--- config.mk ---
export PLATFORM = sky130hd
export DESIGN_NAME = cam_frame_packer_flat
export DESIGN_NICKNAME = d
export VERILOG_FILES = /design/src/rtl/cam_frame_packer_if.sv /design/src/rtl/cam_frame_packer.sv /design/src/flat_wrapper.sv
export SDC_FILE = /design/constraint.sdc
export NUM_CORES = 1
export LEC_CHECK = 0
export CORE_MARGIN = 10
export CORE_UTILIZATION = 50
export CTS_BUF_LIST = sky130_fd_sc_hd__clkbuf_8
export CTS_CLUSTER_SIZE = 30
export DETAILED_ROUTE_END_ITERATION = 10
export PLACE_DENSITY_LB_ADDON = 0.12
export SKIP_LAST_GASP = 1
export SYNTH_ARGS = -nofsm -noshare
export SYNTH_HDL_FRONTEND = slang
export SYNTH_SLANG_ARGS = --single-unit
--- constraint.sdc ---
create_clock -name clk_100 -period 2.94 [get_ports clk_100]
set_clock_uncertainty 0.05 [all_clocks]
set_input_delay 0.441 -clock clk_100 [delete_from_list [all_inputs] [get_ports clk_100]]
set_output_delay 0.441 -clock clk_100 [all_outputs]
set_load 0.01 [all_outputs]
--- src/rtl/cam_frame_packer_if.sv ---
// SRAM write port of the camera packer: FIFO head offered with a
// request/acknowledge handshake.
interface cam_frame_packer_if;
  logic        wr_req;
  logic [17:0] wr_addr;
  logic [31:0] wr_data;
  logic        wr_ack;

  modport master (output wr_req, wr_addr, wr_data, input wr_ack);
  modport slave  (input wr_req, wr_addr, wr_data, output wr_ack);
endinterface

--- src/rtl/cam_frame_packer.sv ---
// Camera capture: synchronizes OV pins into clk_100, packs bytes big-endian into
// 32-bit words and queues {addr, word} for SRAM, one frame per vsync.
module cam_frame_packer #(
  parameter int          FRAME_WORDS = 16384,
  parameter logic [17:0] BASE_ADDR   = 18'h00000,
  parameter int          FIFO_DEPTH  = 4
) (
  input  logic                 clk_100,
  input  logic                 rst,
  input  logic                 configure_over,
  input  logic                 cam_pclk,
  input  logic                 cam_href,
  input  logic                 cam_vsyn,
  input  logic [7:0]           cam_data,
  cam_frame_packer_if.master   wr,
  output logic                 frame_done,
  output logic                 overflow,
  output logic [7:0]           frame_count
);
  localparam int AW  = $clog2(FIFO_DEPTH);
  localparam int WCW = $clog2(FRAME_WORDS + 1);

  typedef enum logic [1:0] {IDLE, ARM, FRAME, FLUSH} state_e;

  logic       pclk_s1_q, pclk_s2_q, pclk_s3_q;
  logic       href_s1_q, href_s2_q;
  logic       vsyn_s1_q, vsyn_s2_q, vsyn_s3_q;
  logic [7:0] data_s1_q, data_s2_q;

  always_ff @(posedge clk_100) begin
    if (rst) begin
      {pclk_s1_q, pclk_s2_q, pclk_s3_q} <= '0;
      {href_s1_q, href_s2_q}            <= '0;
      {vsyn_s1_q, vsyn_s2_q, vsyn_s3_q} <= '0;
      data_s1_q <= '0;
      data_s2_q <= '0;
    end else begin
      pclk_s1_q <= cam_pclk;  pclk_s2_q <= pclk_s1_q;  pclk_s3_q <= pclk_s2_q;
      href_s1_q <= cam_href;  href_s2_q <= href_s1_q;
      vsyn_s1_q <= cam_vsyn;  vsyn_s2_q <= vsyn_s1_q;  vsyn_s3_q <= vsyn_s2_q;
      data_s1_q <= cam_data;  data_s2_q <= data_s1_q;
    end
  end

  logic strobe, vsyn_rise;
  assign strobe    = pclk_s2_q & ~pclk_s3_q;
  assign vsyn_rise = vsyn_s2_q & ~vsyn_s3_q;

  state_e           state_q, state_d;
  logic [1:0]       byte_cnt_q;
  logic [WCW-1:0]   word_cnt_q;
  logic [31:0]      word_q;
  logic [17:0]      addr_q;
  logic             push_vld_q;
  logic [49:0]      push_entry_q;
  logic             frame_done_q;
  logic [7:0]       frame_count_q;
  logic             frame_load, accept, done_d;
  logic             fifo_empty, fifo_full, pop, push_ok, drop;

  always_ff @(posedge clk_100) begin
    if (rst) state_q <= IDLE;
    else     state_q <= state_d;
  end

  // vsync beats a same-cycle pixel strobe: the restart branch is taken first
  always_comb begin
    state_d    = state_q;
    frame_load = 1'b0;
    accept     = 1'b0;
    done_d     = 1'b0;
    case (state_q)
      IDLE:  if (configure_over) state_d = ARM;
      ARM:   if (vsyn_rise) begin
               state_d    = FRAME;
               frame_load = 1'b1;
             end
      FRAME: if (vsyn_rise)                              frame_load = 1'b1;
             else if (word_cnt_q == WCW'(FRAME_WORDS))   state_d    = FLUSH;
             else if (strobe && href_s2_q && !vsyn_s2_q) accept     = 1'b1;
      FLUSH: if (fifo_empty) begin
               state_d = ARM;
               done_d  = 1'b1;
             end
      default: state_d = IDLE;
    endcase
    if (!configure_over) begin
      state_d    = IDLE;
      frame_load = 1'b0;
      accept     = 1'b0;
      done_d     = 1'b0;
    end
  end

  always_ff @(posedge clk_100) begin
    if (rst) begin
      byte_cnt_q    <= '0;
      word_cnt_q    <= '0;
      word_q        <= '0;
      addr_q        <= BASE_ADDR;
      push_vld_q    <= 1'b0;
      push_entry_q  <= '0;
      frame_done_q  <= 1'b0;
      frame_count_q <= '0;
    end else begin
      push_vld_q   <= 1'b0;
      frame_done_q <= done_d;
      if (done_d) frame_count_q <= frame_count_q + 8'd1;
      if (frame_load) begin
        byte_cnt_q <= '0;
        word_cnt_q <= '0;
        word_q     <= '0;
        addr_q     <= BASE_ADDR;
      end else if (accept) begin
        word_q     <= {word_q[23:0], data_s2_q};
        byte_cnt_q <= byte_cnt_q + 2'd1;
        if (byte_cnt_q == 2'd3) begin
          push_vld_q   <= 1'b1;
          push_entry_q <= {addr_q, word_q[23:0], data_s2_q};
          addr_q       <= addr_q + 18'd1;
          word_cnt_q   <= word_cnt_q + 1'b1;
        end
      end else if (!configure_over) begin
        byte_cnt_q <= '0;
        word_q     <= '0;
      end
    end
  end

  logic [49:0]   mem_q [FIFO_DEPTH];
  logic [AW-1:0] rd_ptr_q, wr_ptr_q;
  logic [AW:0]   count_q;
  logic [49:0]   head;

  assign fifo_empty = (count_q == '0);
  assign fifo_full  = (count_q == (AW+1)'(FIFO_DEPTH));
  assign pop        = !fifo_empty && wr.wr_ack;
  assign push_ok    = push_vld_q && (!fifo_full || pop);
  assign drop       = push_vld_q && fifo_full && !pop;

  always_ff @(posedge clk_100) begin
    if (push_ok) mem_q[wr_ptr_q] <= push_entry_q;
  end

  always_ff @(posedge clk_100) begin
    if (rst) begin
      rd_ptr_q   <= '0;
      wr_ptr_q   <= '0;
      count_q    <= '0;
      overflow   <= 1'b0;
    end else begin
      if (push_ok) wr_ptr_q <= wr_ptr_q + 1'b1;
      if (pop)     rd_ptr_q <= rd_ptr_q + 1'b1;
      case ({push_ok, pop})
        2'b10:   count_q <= count_q + 1'b1;
        2'b01:   count_q <= count_q - 1'b1;
        default: count_q <= count_q;
      endcase
      if (drop) overflow <= 1'b1;
    end
  end

  // Head is masked while empty so the port idles at zero
  assign head        = mem_q[rd_ptr_q];
  assign wr.wr_req   = !fifo_empty;
  assign wr.wr_addr  = fifo_empty ? '0 : head[49:32];
  assign wr.wr_data  = fifo_empty ? '0 : head[31:0];
  assign frame_done  = frame_done_q;
  assign frame_count = frame_count_q;
endmodule
--- src/flat_wrapper.sv ---
// flat-port wrapper written by rule: the top's interface ports become plain ports
module cam_frame_packer_flat 
#(
  parameter int          FRAME_WORDS = 16384,
  parameter logic [17:0] BASE_ADDR   = 18'h00000,
  parameter int          FIFO_DEPTH  = 4
)
  (clk_100, rst, configure_over, cam_pclk, cam_href, cam_vsyn, cam_data, frame_done, overflow, frame_count, wr_wr_req, wr_wr_addr, wr_wr_data, wr_wr_ack);
  cam_frame_packer_if wr_i ();
  input  logic clk_100;
  input  logic rst;
  input  logic configure_over;
  input  logic cam_pclk;
  input  logic cam_href;
  input  logic cam_vsyn;
  input  logic [7:0] cam_data;
  output logic frame_done;
  output logic overflow;
  output logic [7:0] frame_count;
  output wire logic [$bits(wr_i.wr_req)-1:0] wr_wr_req;
  output wire logic [$bits(wr_i.wr_addr)-1:0] wr_wr_addr;
  output wire logic [$bits(wr_i.wr_data)-1:0] wr_wr_data;
  input wire logic [$bits(wr_i.wr_ack)-1:0] wr_wr_ack;
  assign wr_wr_req = wr_i.wr_req;
  assign wr_wr_addr = wr_i.wr_addr;
  assign wr_wr_data = wr_i.wr_data;
  assign wr_i.wr_ack = wr_wr_ack;
  cam_frame_packer #(.FRAME_WORDS(FRAME_WORDS), .BASE_ADDR(BASE_ADDR), .FIFO_DEPTH(FIFO_DEPTH)) u_core (.clk_100(clk_100), .rst(rst), .configure_over(configure_over), .cam_pclk(cam_pclk), .cam_href(cam_href), .cam_vsyn(cam_vsyn), .cam_data(cam_data), .wr(wr_i), .frame_done(frame_done), .overflow(overflow), .frame_count(frame_count));
endmodule
Word level (Yosys, flattened, before mapping)
Memory sizes are Yosys's and may differ from the RTL's. A register that Yosys moved wholly into a read port is not among the register bits.
Index checks and enable logic that the tools add are counted.
Storage, ports and cells
  register bits: 153
  latch bits: 0
  bits in writable memories: 200
  memory bits (read-only): 0
  input bits: 15
  output and inout bits: 61
  word-level logic and storage cells: 101
  memories: 1
Memories
  u_core.mem_q: words 4, width 50, rd ports 1, clocked after memory_dff 1, wr ports 1, line cam_frame_packer.sv:130  | logic [49:0] mem_q [FIFO_DEPTH];
Operators by class
  add/subtract/negate cells: 8
  multipliers: 0
  div/mod/pow operators: 0
  $lt $le $gt $ge: 0
  equality and inequality tests: 13
  shifts and indexed selects: 0
  multiplexer cells: 28
  bitwise gates (word level): 7
  reduce and logical (&&, ||, !) cells: 21
Operator list (number)
  two-way mux 24 bit: 2
  two-way mux 32 bit: 1
  adder 18 x 1 -> 18 bit, second input constant: 1
  two-way mux 18 bit: 1
  two-way mux 2 bit: 8
  adder 15 x 1 -> 15 bit, second input constant: 1
  equality test 15 bit, second input constant: 1
  two-way mux 1 bit: 14
  adder 8 x 1 -> 8 bit, second input constant: 1
  equality test 2 bit, second input constant: 4
  inequality test 2 x 1 -> 1 bit, second input constant: 4
  one-hot mux 2 bit (4 select lines): 1
  adder 2 x 1 -> 2 bit, second input constant: 3
  logical AND 1 bit: 6
  one-hot mux 3 bit (2 select lines): 1
  OR reduction 2 bit: 3
  NOT 1 bit: 5
  equality test 2 x 1 -> 1 bit, second input constant: 2
  logical NOT 1 bit: 4
  AND reduction 4 bit: 1
  adder 3 x 1 -> 3 bit, second input constant: 1
  equality test 3 bit, second input constant: 1
  logical NOT 3 bit: 1
  AND reduction 3 bit: 1
  8 further kinds: 9

Logic depth before layout (Yosys ltp)
  depth after elaboration: 11
  mapped depth: 10

Worst setup path before layout
No wires, ideal clock.
  path type: in2reg
  from: input port wr_wr_ack
  to: memory u_core.mem_q[1][0] (enable)
  data arrival time: 2045 ps
  required time: 2477 ps
  setup slack: 432 ps
  stages on the path: 4
  cells stage by stage: nor4b_1 > nor2b_1 > clkbuf_1 > and2_1
On the way
  cells in the longest elaborated chain, start to end: 5
RTL lines
  start, declared: line flat_wrapper.sv:23  | input wire logic [$bits(wr_i.wr_ack)-1:0] wr_wr_ack;
  logical AND 1 bit: line cam_frame_packer.sv:137  | assign pop = !fifo_empty && wr.wr_ack;
  logical OR 1 bit: line cam_frame_packer.sv:138  | assign push_ok = push_vld_q && (!fifo_full || pop);
  logical AND 1 bit: line cam_frame_packer.sv:138
  two-way mux 1 bit: line cam_frame_packer.sv:142  | if (push_ok) mem_q[wr_ptr_q] <= push_entry_q;
  two-way mux 1 bit (implied by the code): line cam_frame_packer.sv:142
  end, declared: line cam_frame_packer.sv:130
Every way passes these cells.

==> reports/results.ini <==
[synthesis]
ys_types=46
synthTopCellsByArea=edfxtp_1, dfxtp_1, mux4_2
synth_edf_count=200
synthesis.instances=995
synth_nets=1024
synth_flop_cell=edfxtp_1
synth_top_area_share_pct=43.9
ys_async_sr_fraction_pct=0
yosys_warnings=0
synth_area_leader_cell=edfxtp_1
syn_area_um2=13700
syn_avg_cell_area_um2=13.7
synth-seq-cells=355
ys_seq_area_share_pct=66.6

[timing]
setup_viol=0
tightest_slew_ns=0.702
max_freq_mhz=346
finalHoldViolCount=0
slew_viol_final=0
setup_tns_ns=0
fin_crit_ns=2.89
rsz0062_at_grt=true
setup_ws_ns=0.0535
slew_headroom_pct=52.8
min_period_over_period_pct=98.2

[setup_path]
crit_arrival_ns=2.40
r2r_slack_ns=0.54
cp-start-kind=flop
path_cells=buf_6, buf_16, mux4_2, and2_1, clkdlybuf4s50_1
max_stage_delay_ns=0.50
cpLargestDelayFamily=buffers and inverters
critPathKind=reg2out
crit_required_ns=2.45
cp_max_fo=5
endpoint_kind=output port
crit_buf_inv=3
cp_slowest_cell=mux4_2

[finish]
finalNonFillerCells=1493
fin_util_pct=60.7
nets=1133
final_common_cell=edfxtp_1
area_growth_pct=19.6
layout-drive-gt1-share_pct=17.7
num-fill-cells=2111
layout_common_cells=edfxtp_1, dfxtp_1, a21oi_1
fin_area_um2=16400

[power_and_ir_drop]
p_switching_mw=2.00
p_leak_nw=6.01
internal-power_mw=7.63
seqPwrFrac_pct=54.1
p_sw_share_pct=20.8
p_per_area_nw_per_um2=589
clock_power_share_pct=44.2
combPwrFrac_pct=1.6
peakVddDrop_v=0.000370

[floorplanning]
fp.dieW_um=185
core_um2=27000
start_util_pct=50.7
ioPinCount=76
dieHeight_um=185
rows=60
dieArea_um2=34400

[global_routing]
grt_pass1_vias=8435
grt_usage_pct=16.5
grt_max_degree=54
antenna_found_initial=0
grt_pass1_wl_um=45300
grt-ovfl-total=0

[detailed_routing]
wl_um=28200
vias_per_cell=5.61
drcViolationCount=0
wl_per_cell_um=18.9
drt-initial-drc-count=627
vias=8377
antenna_left=0
dr.pass1.iters=5

[clocking]
cts_tree=done
htreeDepth=2
cts_sinks=355
cts_root_buf=clkbuf_8
cts_buffers=55
clk_latency_ns=0.59
clockBufferDepth=3
clk_pin_slew_ns=0.06

[placed_design]
place_inst=1382
place_area_um2=15000
place_ws_ns=0.225
place_congestion=0.801
dp_hpwl_um=17600
portBuffers=75

[min_path]
hp-class=in2reg

[run_status]
outcome=finished, final reports clean

[flow_run]
maxCapViolCount=0

flip-flops by register name, summed over array words and instances, names as in the netlist, 2 cells and up, named ones only:
name,flops
u_core.frame_count,8
u_core.rd_ptr_q,2
u_core.byte_cnt_q,2
u_core.data_s1_q,8
u_core.push_entry_q,50
u_core.wr_ptr_q,2
u_core.word_q,24
u_core.addr_q,18
u_core.word_cnt_q,15
u_core.state_q,2
u_core.mem_q,200
u_core.data_s2_q,8
u_core.count_q,3
cells in the mapped netlist (2+ instances only):
cell      count
and4_1        4
o31ai_1       9
xnor2_1       8
nor2b_1      26
edfxtp_1    200
inv_1        18
nor3_1        6
or3_1        23
nand3_1      70
buf_2        23
mux4_2       50
mux2i_1      10
xor2_1        3
nand2_1      23
nor2_1       20
nor4_1       12
nand2b_1      2
o21ai_0      41
and3_1        3
a21oi_1      81
or2_2         3
clkbuf_1     41
ha_1         13
dfxtp_1     155
o21ai_1      25
and2_1       55
buf_1         6
a22o_1       25
nand4_1      11
nor4b_1       3
or4_1        11
cell type report:
class	instances	area, um^2	area share, %
Multi-Input combinational cell	552	4250	26.0
Clock inverter	36	248	1.51
Clock buffer	68	936	5.72
Sequential cell	355	9120	55.7
Antenna cell	1	2.50	0.0153
Tap cell	341	427	2.61
Timing Repair Buffer	122	1310	7.99
Inverter	18	67.6	0.413
path summary, 6_finish.rpt:
kind / from / to / cells after the start
min reg2reg: u_core.href_s1_q / u_core.href_s2_q / 1
max reg2reg: u_core.word_cnt_q[0] / u_core.addr_q[9] / 8
max: flop / wr_wr_data[15] / 5
min: rst / u_core.data_s1_q[2] / 2
worst reg2reg max path: cells and delay by family, from the launching register on:
family                   cells  cell delay, ns
AND/OR/NAND/NOR              2            0.67
AO/OA/AOI/OAI                2            0.54
buffers and inverters        3            0.45
flip-flops                   1            0.40
adder cells (fa/ha/maj)      1            0.21
metrics by stage:
step                power [mW]  hold WS [ns]
global route              9.97         0.237
CTS                       9.73         0.217
floorplan                 5.42         0.364
detailed placement        5.48         0.375
global placement          5.48         0.371
finish                    9.64         0.244
power groups by stage:
| stage | Combinational (mW) | Sequential (mW) | Clock (mW) |
|---|---|---|---|
| 3_3_place_gp | 0.157 | 5.32 | 0 |
| 4_1_cts | 0.158 | 5.22 | 4.36 |
| 5_1_grt | 0.173 | 5.22 | 4.58 |
| 3_5_place_dp | 0.157 | 5.32 | 0 |
| 6_report | 0.158 | 5.22 | 4.26 |
| 2_1_floorplan | 0.104 | 5.32 | 0 |
per-layer routing:
metal | GRT usage [%] | wire [um] | vias to the layer above
met4 | 4.62 | 514 | 0
met5 | 0 | 0 | -
li1 | - | - | 3994
met2 | 25.6 | 12800 | 183
met1 | 22.8 | 13400 | 4154
met3 | 3.55 | 1380 | 46
cell families after synthesis:
kind of cell	count (synthesis)	synth area share (%)
AND/OR/NAND/NOR	277	11.7
AO/OA/AOI/OAI	189	7.98
buffers and inverters	88	2.63
flip-flops	355	66.6
adder cells (fa/ha/maj)	14	1.34
multiplexers	61	9.05
XOR/XNOR	11	0.705
what timing repair did:
| item | CTS | global route |
|---|---|---|
| endpoints found under the setup margin | 50 | 26 |
| setup buffers | 4 | 0 |
| cloned | 2 | 0 |
| pin swaps | 0 | 0 |
| hold buffers | 0 | 0 |
| resized for setup | 25 | 23 |
Note: power is estimated with default switching activity, not from simulation.
==> variant 1: new RTL, config.mk and constraints unchanged <==
Compare `word_cnt_q` against `WCW'(FRAME_WORDS)` with >= in place of ==.
--- a/src/rtl/cam_frame_packer.sv
+++ b/src/rtl/cam_frame_packer.sv
@@ -76,7 +76,7 @@
                frame_load = 1'b1;
              end
       FRAME: if (vsyn_rise)                              frame_load = 1'b1;
-             else if (word_cnt_q == WCW'(FRAME_WORDS))   state_d    = FLUSH;
+             else if (word_cnt_q >= WCW'(FRAME_WORDS))   state_d    = FLUSH;
              else if (strobe && href_s2_q && !vsyn_s2_q) accept     = 1'b1;
       FLUSH: if (fifo_empty) begin
                state_d = ARM;
Formal check against the unedited RTL: same outputs for any inputs over 10 cycles, from zero or initial values and one cycle with rst high; that may be too few to reach the edited logic, so the function may still have changed.
==> variant 1 against the original RTL <==
Global-route usage down 0.50 points; cell area down 2.6%; die area down 1.1%; sequential cell count unchanged; area after synthesis decreased by 1.3%; largest power group unchanged; routed wire length shrank 4.1%; total power down 6.2%; worst setup slack worse by 0.011 ns; sequential power barely moved.
==> variant 1: results (changes against the original RTL) <==
sta:
  worstMarginPinSlew_ns: 0.558  # -0.144 ns
  fin_tns_setup_ns: 0  # unchanged
clock_network:
  cts_made_buffers: 54  # -1.8%
  post_cts_buffers: 0  # -4
  ctsResizeCount: 2  # -92%
  clock_latency_ns: 0.57  # -0.02 ns
synth:
  ys_top_cells_by_area: "edfxtp_1 44%, dfxtp_1 23%, mux4_2 8.3%, nand2_1 4.9%, a21oi_1 3.5%"
  synth_cell_type_count: 53  # +15%
  synth_compound_area_frac: 0.0505  # -0.0293
  syn_nets: 1048  # +2.3%
  yosys.area_share.adder: 0.0117  # -0.00168
  seq_area_frac_synth: 0.675  # +0.00858
  synthMuxAreaShare: 0.0857  # -0.00477
  synthTopCellsByCount: "200 x edfxtp_1, 175 x nand2_1, 155 x dfxtp_1"
  synth_xor_area_frac: 0.0162  # +0.00917
worst_hold_path:
  min_path_cells: 2  # unchanged
  hold-path-endpoint: "u_core.data_s2_q[4]"
  min_from: "rst"
final_layout:
  diodes: 0  # -1
  top_register: "u_core.mem_q"
  final_util: 0.596  # -0.0111
  n_fill_cell: 2169  # +2.7%
  fin_nets: 1156  # +2.0%
  drive_gt1_frac: 0.143  # -0.0339
detailed_routing:
  wl_met1_um: 12800  # -4.5%
  vias_per_cell: 5.36  # -4.5%
  wirelength_um: 27000  # -4.1%
  dr.first_iter.drc_count: 520  # -17%
  wl_met3_um: 1370  # -0.94%
  firstDrtPassIters: 5  # unchanged
  wl_met2_um: 12300  # -3.8%
placement:
  dp_hpwl_um: 17200  # -2.5%
  placed_cell_area_um2: 14800  # -1.2%
  dp_slack_ns: 0.350  # +0.125 ns
  gp_congestion: 0.793  # -0.94%
grt:
  track_usage: 0.160  # -0.00501
  globalRouteMet2Util: 0.245  # -0.0119
  grt_pass1_vias: 7947  # -5.8%
  grt_pass1_wl_um: 43600  # -3.8%
  gr-usage-met3: 0.0347  # -0.000810
  use_met1: 0.225  # -0.00320
  antenna_found_initial: 0  # unchanged
  grt_max_degree: 45  # -17%
power:
  ir_worst_vdd_mv: 0.337  # -8.8%
  leakagePower_nw: 5.55  # -7.6%
worst_setup_path:
  r2r_setup_slack_ns: 0.51  # -0.03 ns
  r2r_cells: 9  # +1
  path_max_fanout: 18  # +13
  rr_endpoint: "u_core.count_q[2]"
  rr_startpoint: "u_core.count_q[0]"
status:
  status: "finished, final reports clean"
-- variant 1: cell types whose count changed after synthesis, sizes merged, moves of 7 or more --
cell | unedited run | this run
nand3 | 70 | 17
buf | 29 | 9
o21ai | 66 | 9
or3 | 23 | 5
mux2i | 10 | 2
nor2 | 20 | 37
a21oi | 82 | 95
a22o | 25 | 0
xnor2 | 8 | 16
nand2 | 23 | 175
clkbuf | 41 | 48
-- variant 1: power breakdown --
| group | internal, mW | leakage (nW) | switching [mW] |
|---|---|---|---|
| combinational | 0.0406 | 1.50 | 0.0562 |
| clock | 1.96 | 0.639 | 1.76 |
| sequential | 5.21 | 3.42 | 0.0103 |
| total | 7.21 | 5.55 | 1.83 |
-- variant 1: through the flow --
step | instances | hold slack [ns]
4_1_cts | 1511 | 0.216
2_1_floorplan | 1021 | 0.364
3_5_place_dp | 1412 | 0.370
5_1_grt | 1513 | 0.239
3_3_place_gp | 1412 | 0.370
6_report | 1513 | 0.242
-- variant 1: worst max path at each step --
stage | startpoint | to | slack, ns | cells after the start
finish | flop | wr_wr_data[27] | 0.04 | 4
global route | flop | wr_wr_addr[17] | -0.06 | 4
floorplan | wr_wr_ack | u_core.mem_q[1][0] | 0.16 | 4
detailed placement | wr_wr_ack | u_core.mem_q[0][11] | 0.35 | 6
CTS | flop | wr_wr_data[31] | -0.07 | 4
global placement | wr_wr_ack | u_core.count_q[2] | 0.36 | 8
-- variant 1: cell type report --
| class | count | area share |
|---|---|---|
| repair buffers | 109 | 0.0740 |
| multi-input cells | 595 | 0.259 |
| inverters | 14 | 0.00330 |
| flip-flops and latches | 355 | 0.572 |
| clock inverters | 35 | 0.00872 |
| clock buffers | 64 | 0.0553 |
| well taps | 341 | 0.0268 |
==> variant 2: new RTL, same settings <==
Without the edit above. `FRAME_WORDS` is set to 16384 in 2 places; all go to 8192.
--- a/src/rtl/cam_frame_packer.sv
+++ b/src/rtl/cam_frame_packer.sv
@@ -1,7 +1,7 @@
 // Camera capture: synchronizes OV pins into clk_100, packs bytes big-endian into
 // 32-bit words and queues {addr, word} for SRAM, one frame per vsync.
 module cam_frame_packer #(
-  parameter int          FRAME_WORDS = 16384,
+  parameter int          FRAME_WORDS = 8192,
   parameter logic [17:0] BASE_ADDR   = 18'h00000,
   parameter int          FIFO_DEPTH  = 4
 ) (
--- a/src/flat_wrapper.sv
+++ b/src/flat_wrapper.sv
@@ -1,7 +1,7 @@
 // flat-port wrapper written by rule: the top's interface ports become plain ports
 module cam_frame_packer_flat 
 #(
-  parameter int          FRAME_WORDS = 16384,
+  parameter int          FRAME_WORDS = 8192,
   parameter logic [17:0] BASE_ADDR   = 18'h00000,
   parameter int          FIFO_DEPTH  = 4
 )
Behaviour: no difference found for any inputs over 4 cycles, from zero or initial values and one cycle with rst high; that may be too few to reach the edited logic, so the function may still have changed.
==> variant 2 against the original RTL <==
Total power down 2.8%; via count shrank 1.6%; combinational power shrank 35%; worst setup slack worse by 0.037 ns; routed wire length shrank 2.6%; sequential cell count is 1 lower; sequential share of layout area increased by 0.64 points; cell area down 1.4%; die area is 0.31% lower; count of clock-buffer cells in the layout is the same; area after synthesis down 0.35%; cell count is 1.7% lower; critical path type unchanged; largest cell class unchanged; largest power group unchanged.
==> variant 2: results (changes against the original RTL) <==
placement:
  gp_congestion: 0.801  # about the same
  placed_cell_area_um2: 14900  # -0.95%
  dp_slack_ns: 0.142  # -0.0828 ns
final_layout:
  fin_nets: 1110  # -2.0%
  design_area_um2: 16100  # -1.4%
  drive_gt1_frac: 0.158  # -0.0192
  final_cells: 1467  # -1.7%
  n_fill_cell: 2139  # +1.3%
detailed_routing:
  wl_met3_um: 1120  # -19%
  dr.first_iter.drc_count: 532  # -15%
  dr_total_vias: 8245  # -1.6%
  wl_met2_um: 12900  # +0.89%
worst_setup_path:
  max_stage_delay_ns: 0.53  # +0.03 ns
  path_max_fanout: 4  # -1
power:
  leakagePower_nw: 5.61  # -6.6%
  ir_worst_vdd_mv: 0.390  # +5.4%
  total_power_mw: 9.37  # -2.8%
  clock_power_mw: 4.07  # -4%
sta:
  slew_headroom: 0.586  # +0.0583
synth:
  seq_area_frac_synth: 0.667  # +0.000855
  avgSynthCellArea_um2: 13.8  # +0.66%
  yosys.area_share.adder: 0.0134  # +0.0000466
  synth_cell_type_count: 50  # +8.7%
  synth_compound_area_frac: 0.0824  # +0.00257
status:
  status: "finished, final reports clean"
grt:
  track_usage: 0.159  # -0.00552
  grt_max_degree: 80  # +48%
-- variant 2: cell count changes in the layout (fill, tap and decap cells not counted), sizes merged, moves of 5 or more --
| cell | before | now |
|---|---|---|
| buf | 47 | 32 |
| clkdlybuf4s50 | 37 | 53 |
| dlygate4sd2 | 17 | 0 |
| nor4 | 12 | 6 |
| o21ai | 66 | 59 |
| o31ai | 9 | 16 |
| or3 | 23 | 13 |
| or4 | 11 | 16 |
-- variant 2: final timing paths --
kind	start	to	slack, ns	cells after the start
min	rst	u_core.wr_ptr_q[1]	0.27	2
max reg2reg	u_core.count_q[0]	u_core.count_q[2]	0.61	9
max	flop	wr_wr_addr[17]	0.02	5
min reg2reg	u_core.vsyn_s1_q	u_core.vsyn_s2_q	0.38	1
-- variant 2: cell families after synthesis --
| group | count (synthesis) |
|---|---|
| adder cells (fa/ha/maj) | 14 |
| multiplexers | 59 |
| flip-flops | 354 |
| AND/OR/NAND/NOR | 269 |
| XOR/XNOR | 10 |
| buffers and inverters | 89 |
| AO/OA/AOI/OAI | 190 |
-- variant 2: layout make-up --
class,count,area share
Multi-Input combinational cell,542,0.261
Tap cell,341,0.0265
Clock buffer,68,0.0580
Clock inverter,34,0.0119
Inverter,20,0.00465
Timing Repair Buffer,108,0.0746
Sequential cell,354,0.564
-- variant 2: what timing repair did --
item | CTS | global route
hold endpoints to repair | 0 | 0
buffers inserted | 1 | 2
gates resized for setup | 0 | 21
cloned | 1 | 1
setup endpoints to repair | 40 | 40
-- variant 2: metal layers --
metal  GRT usage  vias up
met1       0.217     4123
li1            -     3939
met5           0        -
met4      0.0471        0
met3      0.0331       45
met2       0.252      138
